===== src/rtl/imem_loader_pkg.sv =====
// Shared encodings for the boot-time instruction-memory loader.
package imem_loader_pkg;

  localparam logic [2:0] ST_HEADER = 3'd0;
  localparam logic [2:0] ST_LOAD   = 3'd1;
  localparam logic [2:0] ST_CHECK  = 3'd2;
  localparam logic [2:0] ST_RUN    = 3'd3;
  localparam logic [2:0] ST_ERROR  = 3'd4;

  localparam logic [1:0] ERR_NONE  = 2'b00;
  localparam logic [1:0] ERR_MAGIC = 2'b01;
  localparam logic [1:0] ERR_LEN   = 2'b10;
  localparam logic [1:0] ERR_CSUM  = 2'b11;

  localparam logic [15:0] DEFAULT_MAGIC = 16'hB007;

  // States in which the stream input is accepted (and the loader is busy).
  function automatic logic st_accepts(input logic [2:0] st);
    return (st == ST_HEADER) || (st == ST_LOAD) || (st == ST_CHECK);
  endfunction

endpackage


===== src/rtl/loader_xor_accum.sv =====
// 32-bit XOR accumulator; clear takes priority over enable.
module loader_xor_accum (
  input  logic        clk_i,
  input  logic        rst_ni,
  input  logic        clr_i,
  input  logic        en_i,
  input  logic [31:0] data_i,
  output logic [31:0] acc_o
);

  logic [31:0] acc_q;
  logic [31:0] acc_d;

  always_comb begin
    acc_d = acc_q;
    if (clr_i) begin
      acc_d = 32'd0;
    end else if (en_i) begin
      acc_d = acc_q ^ data_i;
    end
  end

  always_ff @(posedge clk_i) begin
    if (!rst_ni) begin
      acc_q <= 32'd0;
    end else begin
      acc_q <= acc_d;
    end
  end

  assign acc_o = acc_q;

endmodule


===== src/rtl/imem_prog_loader.sv =====
// Holds the processor in reset while a framed program (header, N words, XOR
// checksum) is streamed into instruction memory; releases it after a good load.
module imem_prog_loader
  import imem_loader_pkg::*;
#(
  parameter int          ADDR_W = 8,
  parameter logic [15:0] MAGIC  = DEFAULT_MAGIC
) (
  input  logic              ref_clk,
  input  logic              reset,
  input  logic              in_valid,
  input  logic [31:0]       in_data,
  output logic              in_ready,
  input  logic              reload,
  output logic              imem_we,
  output logic [ADDR_W-1:0] imem_waddr,
  output logic [31:0]       imem_wdata,
  output logic              cpu_rst_n,
  output logic              busy,
  output logic              done,
  output logic              error,
  output logic [1:0]        err_code,
  output logic [ADDR_W:0]   words_loaded
);

  localparam logic [31:0] DEPTH = 32'd1 << ADDR_W;

  logic [2:0]        state_q, state_d;
  logic [1:0]        err_q, err_d;
  logic [ADDR_W:0]   wl_q, wl_d;
  logic [ADDR_W:0]   len_q, len_d;
  logic              we_q, we_d;
  logic [ADDR_W-1:0] waddr_q, waddr_d;
  logic [31:0]       wdata_q, wdata_d;
  logic              acc_clr, acc_en;
  logic [31:0]       csum;
  logic              xfer;
  logic [ADDR_W:0]   wl_inc;

  assign in_ready = st_accepts(state_q);
  assign xfer     = in_valid && in_ready;
  assign wl_inc   = wl_q + 1'b1;

  loader_xor_accum u_accum (
    .clk_i  (ref_clk),
    .rst_ni (reset),
    .clr_i  (acc_clr),
    .en_i   (acc_en),
    .data_i (in_data),
    .acc_o  (csum)
  );

  always_comb begin
    state_d = state_q;
    err_d   = err_q;
    wl_d    = wl_q;
    len_d   = len_q;
    we_d    = 1'b0;
    waddr_d = waddr_q;
    wdata_d = wdata_q;
    acc_clr = 1'b0;
    acc_en  = 1'b0;
    // reload wins over any coincident handshake; that word is dropped
    if (reload) begin
      state_d = ST_HEADER;
      err_d   = ERR_NONE;
      wl_d    = '0;
      len_d   = '0;
      acc_clr = 1'b1;
    end else if (xfer) begin
      case (state_q)
        ST_HEADER: begin
          if (in_data[31:16] != MAGIC) begin
            state_d = ST_ERROR;
            err_d   = ERR_MAGIC;
          end else if ((in_data[15:0] == 16'd0) || ({16'd0, in_data[15:0]} > DEPTH)) begin
            state_d = ST_ERROR;
            err_d   = ERR_LEN;
          end else begin
            state_d = ST_LOAD;
            len_d   = in_data[ADDR_W:0];
            wl_d    = '0;
            acc_clr = 1'b1;
          end
        end
        ST_LOAD: begin
          we_d    = 1'b1;
          waddr_d = wl_q[ADDR_W-1:0];
          wdata_d = in_data;
          acc_en  = 1'b1;
          wl_d    = wl_inc;
          if (wl_inc == len_q) begin
            state_d = ST_CHECK;
          end
        end
        ST_CHECK: begin
          if (in_data == csum) begin
            state_d = ST_RUN;
          end else begin
            state_d = ST_ERROR;
            err_d   = ERR_CSUM;
          end
        end
        default: ;
      endcase
    end
  end

  always_ff @(posedge ref_clk) begin
    if (!reset) begin
      state_q <= ST_HEADER;
      err_q   <= ERR_NONE;
      wl_q    <= '0;
      len_q   <= '0;
      we_q    <= 1'b0;
      waddr_q <= '0;
      wdata_q <= 32'd0;
    end else begin
      state_q <= state_d;
      err_q   <= err_d;
      wl_q    <= wl_d;
      len_q   <= len_d;
      we_q    <= we_d;
      waddr_q <= waddr_d;
      wdata_q <= wdata_d;
    end
  end

  assign imem_we      = we_q;
  assign imem_waddr   = waddr_q;
  assign imem_wdata   = wdata_q;
  assign cpu_rst_n    = (state_q == ST_RUN);
  assign done         = (state_q == ST_RUN);
  assign busy         = st_accepts(state_q);
  assign error        = (state_q == ST_ERROR);
  assign err_code     = err_q;
  assign words_loaded = wl_q;

endmodule

===== config.mk =====
export PLATFORM = sky130hd
export DESIGN_NAME = imem_prog_loader
export DESIGN_NICKNAME = d
export VERILOG_FILES = /design/src/rtl/imem_loader_pkg.sv /design/src/rtl/loader_xor_accum.sv /design/src/rtl/imem_prog_loader.sv
export SDC_FILE = /design/constraint.sdc
export NUM_CORES = 1
export LEC_CHECK = 0
export ABC_CLOCK_PERIOD_IN_PS = 6700
export CORE_ASPECT_RATIO = 0.6
export CORE_UTILIZATION = 56
export CTS_CLUSTER_SIZE = 40
export DETAILED_ROUTE_END_ITERATION = 6
export PLACE_DENSITY = 0.85
export SLEW_MARGIN = 25
export SYNTH_ARGS = -nofsm -noshare
export SYNTH_HDL_FRONTEND = slang
export SYNTH_HIERARCHICAL = 1
export SYNTH_SLANG_ARGS = --single-unit

===== constraint.sdc =====
create_clock -name ref_clk -period 6.7 [get_ports ref_clk]
set_input_delay 1.34 -clock ref_clk [delete_from_list [all_inputs] [get_ports ref_clk]]
set_output_delay 1.34 -clock ref_clk [all_outputs]
set_load 0.01 [all_outputs]

Word-level counts from Yosys, hierarchy flattened
Cells that the tools add are included.
{ "totals": {"inputBits": 36, "ramBits": 0, "latchBits": 0, "reg_bits": 96, "output_inout_bits": 57, "n_memories": 0, "romBits": 0} }
{ "op_classes": {"n_lt_le_gt_ge": 1, "n_mul": 0, "addsub": 1, "eq_ne": 12, "n_shift": 0, "n_div": 0, "n_reduce_logical": 16, "mux": 20, "n_bitwise": 5} }
{ "op_table": {"columns": ["operator", "n"], "rows": [
  ["== test 32 bit", 1],
  ["bitwise XOR 32 bit", 1],
  ["two-way mux 9 bit", 2],
  ["case mux 9 bit (2 select lines)", 1],
  ["greater-than comparator 16 x 9 -> 1 bit (second input constant)", 1],
  ["zero test 16 bit", 1],
  ["inequality test 16 bit (second input constant)", 1],
  ["two-way mux 3 bit", 4],
  ["AND reduction 4 bit", 3],
  ["adder 9 x 1 -> 9 bit (second input constant)", 1],
  ["== test 9 bit", 1],
  ["case mux 3 bit (3 select lines)", 1],
  ["two-way mux 1 bit", 8],
  ["== test 3 x 2 -> 1 bit (second input constant)", 2],
  ["two-way mux 2 bit", 3],
  ["inequality test 2 bit (second input constant)", 3],
  ["AND reduction 3 bit", 2],
  ["NOT 1 bit", 4],
  ["case mux 2 bit (2 select lines)", 1],
  ["nonzero test 2 bit", 2],
  ["OR reduction 2 bit", 2],
  ["== test 3 x 1 -> 1 bit (second input constant)", 1],
  ["== test 3 bit (second input constant)", 1],
  ["zero test 3 bit", 1],
  ["other kinds (5)", 7]
]} }

Longest topological paths before layout
Gate-level depths: netlist of run 1.
{ "logic_depth": {"word_depth": 8, "ltp_mapped": 11} }

Cells and area by module
The synthesis of run 1 kept the hierarchy.
{ "by_module_without_submodules": {"columns": ["module", "cells_per_inst", "seq_area_each_um2", "instances", "area_each_um2"], "rows": [
  ["imem_prog_loader", 388, 1281.2, 1, 3186.8],
  ["loader_xor_accum", 139, 640.6, 1, 1562.7]
]} }

Worst setup path before layout of run 1
No wires, ideal clock.
{ "synth_timing": {"path_kind": "input-to-reg", "from": "input port in_data[4]", "to": "register u_accum.acc_q[30] (netlist: u_accum/acc_o[30])", "arrival_time_ns": 3.103, "setup_time_ns": 0.126, "slack_ns": 3.471, "required_time_ns": 6.574, "stages": 8, "path_cell_list": "or4_1 o21ai_1 nor4b_4 nand2_1 nand2b_1 nand2b_1 buf_2 a21oi_1"} }
{ "synth_via": {"elab_chain_cells": 8} }
{ "synth_lines": {"columns": ["element", "line", "rtl"], "rows": [
  ["start: declaration", "imem_prog_loader.sv:12", "input logic [31:0] in_data,"],
  ["greater-than comparator 16 x 9 -> 1 bit or zero test 16 bit (tied branches)", "imem_prog_loader.sv:76", "end else if ((in_data[15:0] == 16'd0) || ({16'd0, in_data[15:0]} > DEPTH)) begin"],
  ["logical OR 1 bit *", "imem_prog_loader.sv:76", null],
  ["two-way mux 1 bit *", "imem_prog_loader.sv:76", null],
  ["two-way mux 1 bit *", "imem_prog_loader.sv:73", "if (in_data[31:16] != MAGIC) begin"],
  ["two-way mux 1 bit *", "imem_prog_loader.sv:71", "case (state_q)"],
  ["two-way mux 1 bit *", "imem_prog_loader.sv:70", "end else if (xfer) begin"],
  ["two-way mux 1 bit *", "imem_prog_loader.sv:64", "if (reload) begin"],
  ["named net acc_clr", "imem_prog_loader.sv:35", "logic acc_clr, acc_en;"],
  ["OR reduction 2 bit (no source line) *", null, null],
  ["end signal: assignment", "loader_xor_accum.sv:25", "acc_q <= 32'd0;"],
  ["end signal: assignment", "loader_xor_accum.sv:27", "acc_q <= acc_d;"],
  ["end: declaration", "loader_xor_accum.sv:11", "logic [31:0] acc_q;"]
]} }
The timed path passes the listed nets; every way through them passes the cells marked *.
A chain may end at the register's enable or synchronous reset.

Worst setup path in the final report of run 1
{ "layout_timing": {"from": "input port in_data[28]", "to": "register u_accum.acc_q[29] (netlist: u_accum/acc_o[29])"} }
{ "layout_via": {"elab_chain_cells": 6} }
{ "layout_lines": {"columns": ["element", "line"], "rows": [
  ["inequality test 16 bit", "imem_prog_loader.sv:73"],
  ["two-way mux 1 bit", "imem_prog_loader.sv:73"],
  ["two-way mux 1 bit", "imem_prog_loader.sv:71"],
  ["two-way mux 1 bit", "imem_prog_loader.sv:70"],
  ["two-way mux 1 bit", "imem_prog_loader.sv:64"],
  ["named net acc_clr", "imem_prog_loader.sv:35"],
  ["OR reduction 2 bit (no source line)", null]
]} }
The timed path passes the listed nets, and every way through them passes these cells.

==> results by group, run 1 <==
Placement
  – Hpwl dp: 8.14 mm
  – Post-placement cell count: 698
  – Placed inst area: around 5600 um2
  – Gp weighted congestion: 0.821
  – Pre-CTS setup slack: roughly 2100 ps
  – Port bufs: 92

Timing
  – Clk_skew: approximately 5.7 ps
  – Final setup fails: 0
  – Worst setup margin: between 2000 and 2500 ps
  – Slew @ Worst Pin: 987 ps
  – RSZ-0062 raised after global routing: false
  – Slew Viols, Final: 0
  – Worst slew margin: 34.2%
  – Fmax: 232 MHz
  – Worst hold slack: 462 ps
  – Final worst-path cycle share: 64.4%
  – Hold Violations, Final: 0
  – Min Tclk post-route: approximately 4300 ps
  – TNS Setup: 0 ps

Worst hold path
  – Critical hold path startpoint: imem_wdata[26]
  – Worst min-delay path category: register to register

Worst setup path
  – Cell family with most CP delay: simple AND/OR/NAND/NOR gates
  – Critical path's largest stage delay: around 780 ps
  – CP Class: primary input to register
  – Endpoint class of the critical path: register
  – Cell Chain, Critical Path: clkdlybuf4s50_1, nor4bb_1, nand4_1, nor4b_4, buf_4, nand2_1, nand2b_1, nand2b_2, a21oi_1
  – WP data required: slightly below 7000 ps
  – Slowest library cell on the worst path: nand2b_2
  – CP Launch Point: in_data[28]
  – Worst path buffer plus inverter count: 2
  – Max Fanout on Critical Path: 32
  – Reg-to-reg critical path startpoint: state_q[0]
  – CP arrival: 4510 ps
  – Startpoint Class: primary input

Clocking
  – Hold_buf cts: 0
  – CTS Buf Count: 9
  – Post_cts resized: 0
  – Worst skew pair latency: 350 ps
  – CTS Buffer Depth: 2
  – CTS Root Cell: clkbuf_16
  – Clock-pin slew on the worst setup and hold paths: 70 ps
  – Post CTS Setup Buffer Count: 0
  – Sinks on Clock Net: 96
  – H-tree Lvls: 3
  – CTS tree: yes

Finish
  – Layout area overhead: 25.8%
  – Multi-input gate area: 2610 um2
  – # diodes: 0
  – Nets@finish: 638
  – Final Instance Area: 5970 um2
  – Fillers: 569
  – Layout Cells excl Fill: roughly 710
  – Post-layout util: 74.3%
  – Layout cells sized above 1: around a tenth
  – Register area: 1920 um2

Synthesis
  – Number of library cell types mapped by synthesis: 47
  – Count leader, synth: nand2_1
  – Avg Cell Area, Syn: 9.01 um2
  – Synth area leader: dfxtp_1
  – Syn nets: 564
  – Top FF cell, synth: dfxtp_1
  – Fraction of registers with async set/reset: 0%
  – YS warnings: 6
  – Synth top cells by count: nand2_1, dfxtp_1, xnor2_1
  – #FFs+latches synth: 96
  – Post-Syn Area: 4750 um2
  – Synth top area share: 40.5%
  – Post-synth EDFFs: 0
  – Top cells by area, synth: dfxtp_1, nand2_1, xnor2_1, a21bo_1, a21boi_0
  – Post-Syn Instances: 527
  – Sequential-to-total area share from yosys stat: 40.5%

Routing
  – Top routing layer in use: met4
  – Mean routed wirelength per cell: 16.7 um
  – Via count: around 4,100
  – Vias/cell: 5.80
  – DR DRC count: 0
  – Routed wire length: 11.9 mm
  – Met3 wire len: approximately 800 um
  – Metal2 WL: slightly above 5 mm
  – Routed Antenna Nets: 0
  – Initial DRC count: 359
  – Pre-Repair DR Iteration Count: 5
  – Met1 WL: 5.73 mm

Pwr
  – Sequential Power Share: between 40% and 50%
  – Switching power: between 200 and 300 uW
  – Sw frac: between 20% and 30%
  – Pwr Density: 207 nW/um2
  – Pint: approximately 950 uW
  – Lkg Pwr: 1.87 nW
  – Combinational Power Share: 7.5%
  – Max VDD drop: 0.146 mV
  – Clock power frac: 45.7%
  – Pwr Total: 1.24 mW

Die
  – Die ar.: 8870 um2
  – Die W: around 120 um
  – Die H: 73.3 um
  – Core area: between 8000 and 9000 um2
  – Initial Util: between 50% and 60%
  – Rows: 25
  – # IOs: 93

Global routing
  – Largest net degree at the start of global routing: 67
  – Initial antenna violation count: 0
  – Gr usage total: between 20% and 30%
  – First-pass GRT wire length: 19.4 mm
  – Gr ovfl total: 0
  – Vias in the first global route: 3,907

Flow run
  – Max Cap Viol: 0

Run status
  – Status: complete, no violations
flip-flops by register name, indices dropped and copies added (netlist names):
register,flops
imem_wdata,32
len_q,9
imem_waddr,8
u_accum/acc_o,32
imem_we,1
state_q,3
words_loaded,9
err_code,2
layout by cell type (no fill, tap or decap), drive strengths merged, types with 2 or more instances in the layout:
master	count
a211oi	2
nand2b	6
clkdlybuf4s50	92
a21oi	50
a21bo	32
nor4b	2
and3	4
a311oi	4
nor4	4
a31oi	2
a221oi	2
xor2	7
clkinvlp	2
or4	2
dfxtp	96
inv	4
nand3	16
nor2	13
nand3b	32
xnor2	40
and2	2
nand4	8
buf	4
o21a	2
o21ai	5
a21boi	40
clkbuf	10
bufinv	2
nand2	99
nor3	7
clkinv	3
o211a	3
power by group through the flow:
stage                     Sequential [mW]  Clock [mW]  Combinational [mW]
after global placement              0.590           0              0.0893
final                               0.577       0.565              0.0932
after CTS                           0.577       0.566              0.0920
after floorplan                     0.590           0              0.0412
after detailed placement            0.590           0              0.0914
after global routing                0.578       0.593               0.100
logic make-up (layout without fill, tap and decap cells):
logic type               count (synthesis)  count (layout)  synth area share (%)
XOR/XNOR                                47              47                  8.67
AO/OA/AOI/OAI                          145             145                  24.3
flip-flops                              96              96                  40.5
AND/OR/NAND/NOR                        200             200                  21.7
buffers and inverters                   38             117                  4.56
adder cells (fa/ha/maj)                  1               1                 0.263
worst min-delay path: cells and delay by family (launching register included):
| family | cells | cell delay, ps |
|---|---|---|
| DFF | 1 | 310 |
| and+or+nand+nor | 1 | 50 |
| AOI/OAI and AO/OA | 1 | 50 |
metal layers:
| metal | track usage, % | vias up |
|---|---|---|
| li1 | - | 1982 |
| met1 | 39.6 | 1983 |
| met2 | 43.1 | 157 |
| met3 | 7.22 | 22 |
| met4 | 9.60 | 0 |
| met5 | 0 | - |
final timing paths:
| check | to | slack, ps | depth (start not counted) |
|---|---|---|---|
| max reg2reg | u_accum/acc_o[29] | 3650 | 7 |
| min | imem_wdata[26] | 460 | 2 |
| max | u_accum/acc_o[29] | 2380 | 9 |
| min reg2reg | imem_wdata[26] | 460 | 2 |
cell type report:
type,instances,area share [%]
Timing Repair Buffer,96,15.9
Multi-Input combinational cell,393,43.8
Inverter,5,0.335
Clock inverter,6,1.55
Sequential cell,96,32.2
Clock buffer,10,4.00
Tap cell,108,2.26
No activity file was read; power rests on OpenSTA's default activity.
==> run 2, diff against run 1 <==
--- a/config.mk
+++ b/config.mk
@@ -5,12 +5,12 @@
 export SDC_FILE = /design/constraint.sdc
 export NUM_CORES = 1
 export LEC_CHECK = 0
-export ABC_CLOCK_PERIOD_IN_PS = 6700
+export ABC_CLOCK_PERIOD_IN_PS = 4440
 export CORE_ASPECT_RATIO = 0.6
-export CORE_UTILIZATION = 56
+export CORE_UTILIZATION = 52
 export CTS_CLUSTER_SIZE = 40
 export DETAILED_ROUTE_END_ITERATION = 6
-export PLACE_DENSITY = 0.85
+export PLACE_DENSITY = 0.8
 export SLEW_MARGIN = 25
 export SYNTH_ARGS = -nofsm -noshare
 export SYNTH_HDL_FRONTEND = slang
==> constraint.sdc (replaced) <==
create_clock -name ref_clk -period 4.44 [get_ports ref_clk]
set_input_delay 0.888 -clock ref_clk [delete_from_list [all_inputs] [get_ports ref_clk]]
set_output_delay 0.888 -clock ref_clk [all_outputs]
set_load 0.01 [all_outputs]
==> run 2 against run 1 <==
The run now ends with design-rule violations left. Count of clock-buffer cells in the layout unchanged. Combinational power is 55% higher. Critical path depth is 1 higher. Setup slack worse by 1300 ps. Register-to-register slack lost 1700 ps. Global-route usage fell by 3.6 points. Largest power group unchanged. Highest routed layer unchanged.
==> results by group, run 2 (same netlist as run 1, synthesis figures left out) <==
Run status
  – Status: finished, violations left
  – Failing checks: design-rule violations

Clocking
  – Clock-pin slew on the worst setup and hold paths: 70 ps
  – CTS Buffer Depth: 2
  – CTS Root Cell: clkbuf_16
  – Worst skew pair latency: 350 ps
  – CTS tree: yes
  – Post CTS Setup Buffer Count: 0
  – H-tree Lvls: 3
  – CTS Buf Count: 9
  – Sinks on Clock Net: 96
  – Post_cts resized: 0
  – Hold_buf cts: 0

Routing
  – Routed Antenna Nets: 0
  – DR DRC count: 9
  – Vias/cell: 5.57
  – Via count: 4,010
  – Pre-Repair DR Iteration Count: 7
  – Initial DRC count: 246
  – Routed wire length: 11.4 mm
  – Mean routed wirelength per cell: 15.8 um

Worst setup path
  – Cell family with most CP delay: simple AND/OR/NAND/NOR gates
  – Max Fanout on Critical Path: 32
  – Critical path's largest stage delay: 600 ps
  – CP arrival: 3600 ps
  – Cell Chain, Critical Path: clkdlybuf4s50_1, nor4bb_1, nand4_1, nor4b_4, buf_4, nand2_1, nand2b_1, nand2b_2, buf_12, a21oi_1
  – Endpoint class of the critical path: register
  – CP Class: primary input to register
  – Startpoint Class: primary input
  – Worst path buffer plus inverter count: 3
  – Slowest library cell on the worst path: clkdlybuf4s50_1
  – WP data required: about 4700 ps

Timing
  – Hold Violations, Final: 0
  – Worst slew margin: 39.5%
  – RSZ-0062 raised after global routing: false
  – Final setup fails: 0
  – Slew Viols, Final: 0
  – Final worst-path cycle share: 76.1%
  – Min Tclk post-route: 3380 ps
  – Clk_skew: around 6.4 ps
  – Fmax: just under 300 MHz
  – Slew @ Worst Pin: around 910 ps
  – TNS Setup: 0 ps

Die
  – Rows: 26
  – Core area: roughly 8700 um2
  – Die W: 125 um
  – Die H: 76.0 um
  – # IOs: 93
  – Die ar.: roughly 9500 um2
  – Initial Util: a little over half

Finish
  – # diodes: 0
  – Most frequent cells in the layout: nand2_1, dfxtp_1, clkdlybuf4s50_1
  – Final Instance Area: around 6000 um2
  – Nets@finish: 640
  – Layout cells sized above 1: 10.0%
  – Commonest non-fill, non-tap cell in the layout: nand2_1
  – Fillers: 684
  – Layout area overhead: 25.7%

Worst hold path
  – Worst min-delay path category: register to register

Global routing
  – Largest net degree at the start of global routing: 106
  – First-pass GRT wire length: ~19 mm
  – Initial antenna violation count: 0
  – Vias in the first global route: 3,703
  – Gr usage total: 24.9%
  – Gr ovfl total: 0

Placement
  – Gp weighted congestion: 0.788
  – Placed inst area: 5690 um2
  – Hpwl dp: 7.99 mm
  – Port bufs: 92

Pwr
  – Pwr Density: 293 nW/um2
  – Max VDD drop: 0.217 mV
  – Lkg Pwr: roughly 1.9 nW

Flow run
  – Max Cap Viol: 0
==> run 2: changes by cell type in the layout (fill, tap and decap cells not counted) <==
cell        previous run  this run
bufinv_16              2         0
clkinvlp_4             2         3
buf_12                 0         2
inv_2                  0         1
==> run 2: routing by layer <==
metal	global-route usage [%]	share of wire (%)
met5	0	0
met4	6.95	1.1
met3	7.16	6.7
met2	35.4	40
met1	36.3	52
==> run 2: final cells by class <==
class | instances | area, um2 | share of cell area (%)
clock buffer | 10 | 239 | 4.00
clock inverter | 6 | 45.0 | 0.755
inverter | 5 | 18.8 | 0.314
multi-input combinational | 393 | 2610 | 43.8
sequential | 96 | 1920 | 32.2
tap | 112 | 140 | 2.35
timing repair buffer | 98 | 991 | 16.6
==> run 2: through the flow <==
step	hold slack [ps]	util, %	setup WS (ps)	total power [mW]	cells
floorplan	443	-	1660	0.953	527
global placement	441	65.5	855	1.03	704
detailed placement	445	65.5	806	1.03	704
CTS	454	68.7	1130	1.76	720
global route	481	68.7	933	1.81	720
finish	451	68.7	1060	1.75	720
==> run 2: where the power goes <==
| group | internal (mW) | total, mW | switching (mW) |
|---|---|---|---|
| logic | 0.0658 | 0.144 | 0.0779 |
| registers | 0.866 | 0.871 | 0.00518 |
| clock network | 0.396 | 0.732 | 0.336 |
| total | 1.33 | 1.75 | 0.419 |
==> run 2: worst paths after layout <==
kind | startpoint | end | slack (ps) | cells past startpoint
setup / recovery | in_data[28] | u_accum/acc_o[30] | 1060 | 10
hold / removal | imem_wdata[27] | imem_wdata[27] | 450 | 2
setup reg to reg | state_q[1] | imem_wdata[30] | 1990 | 8
hold reg to reg | imem_wdata[27] | imem_wdata[27] | 450 | 2
==> run 2: tightest hold or removal path: cells and delay by family, from the launching register on <==
kind	cells	cell delay, ps
simple gates	1	50
flops	1	310
compound gates	1	50
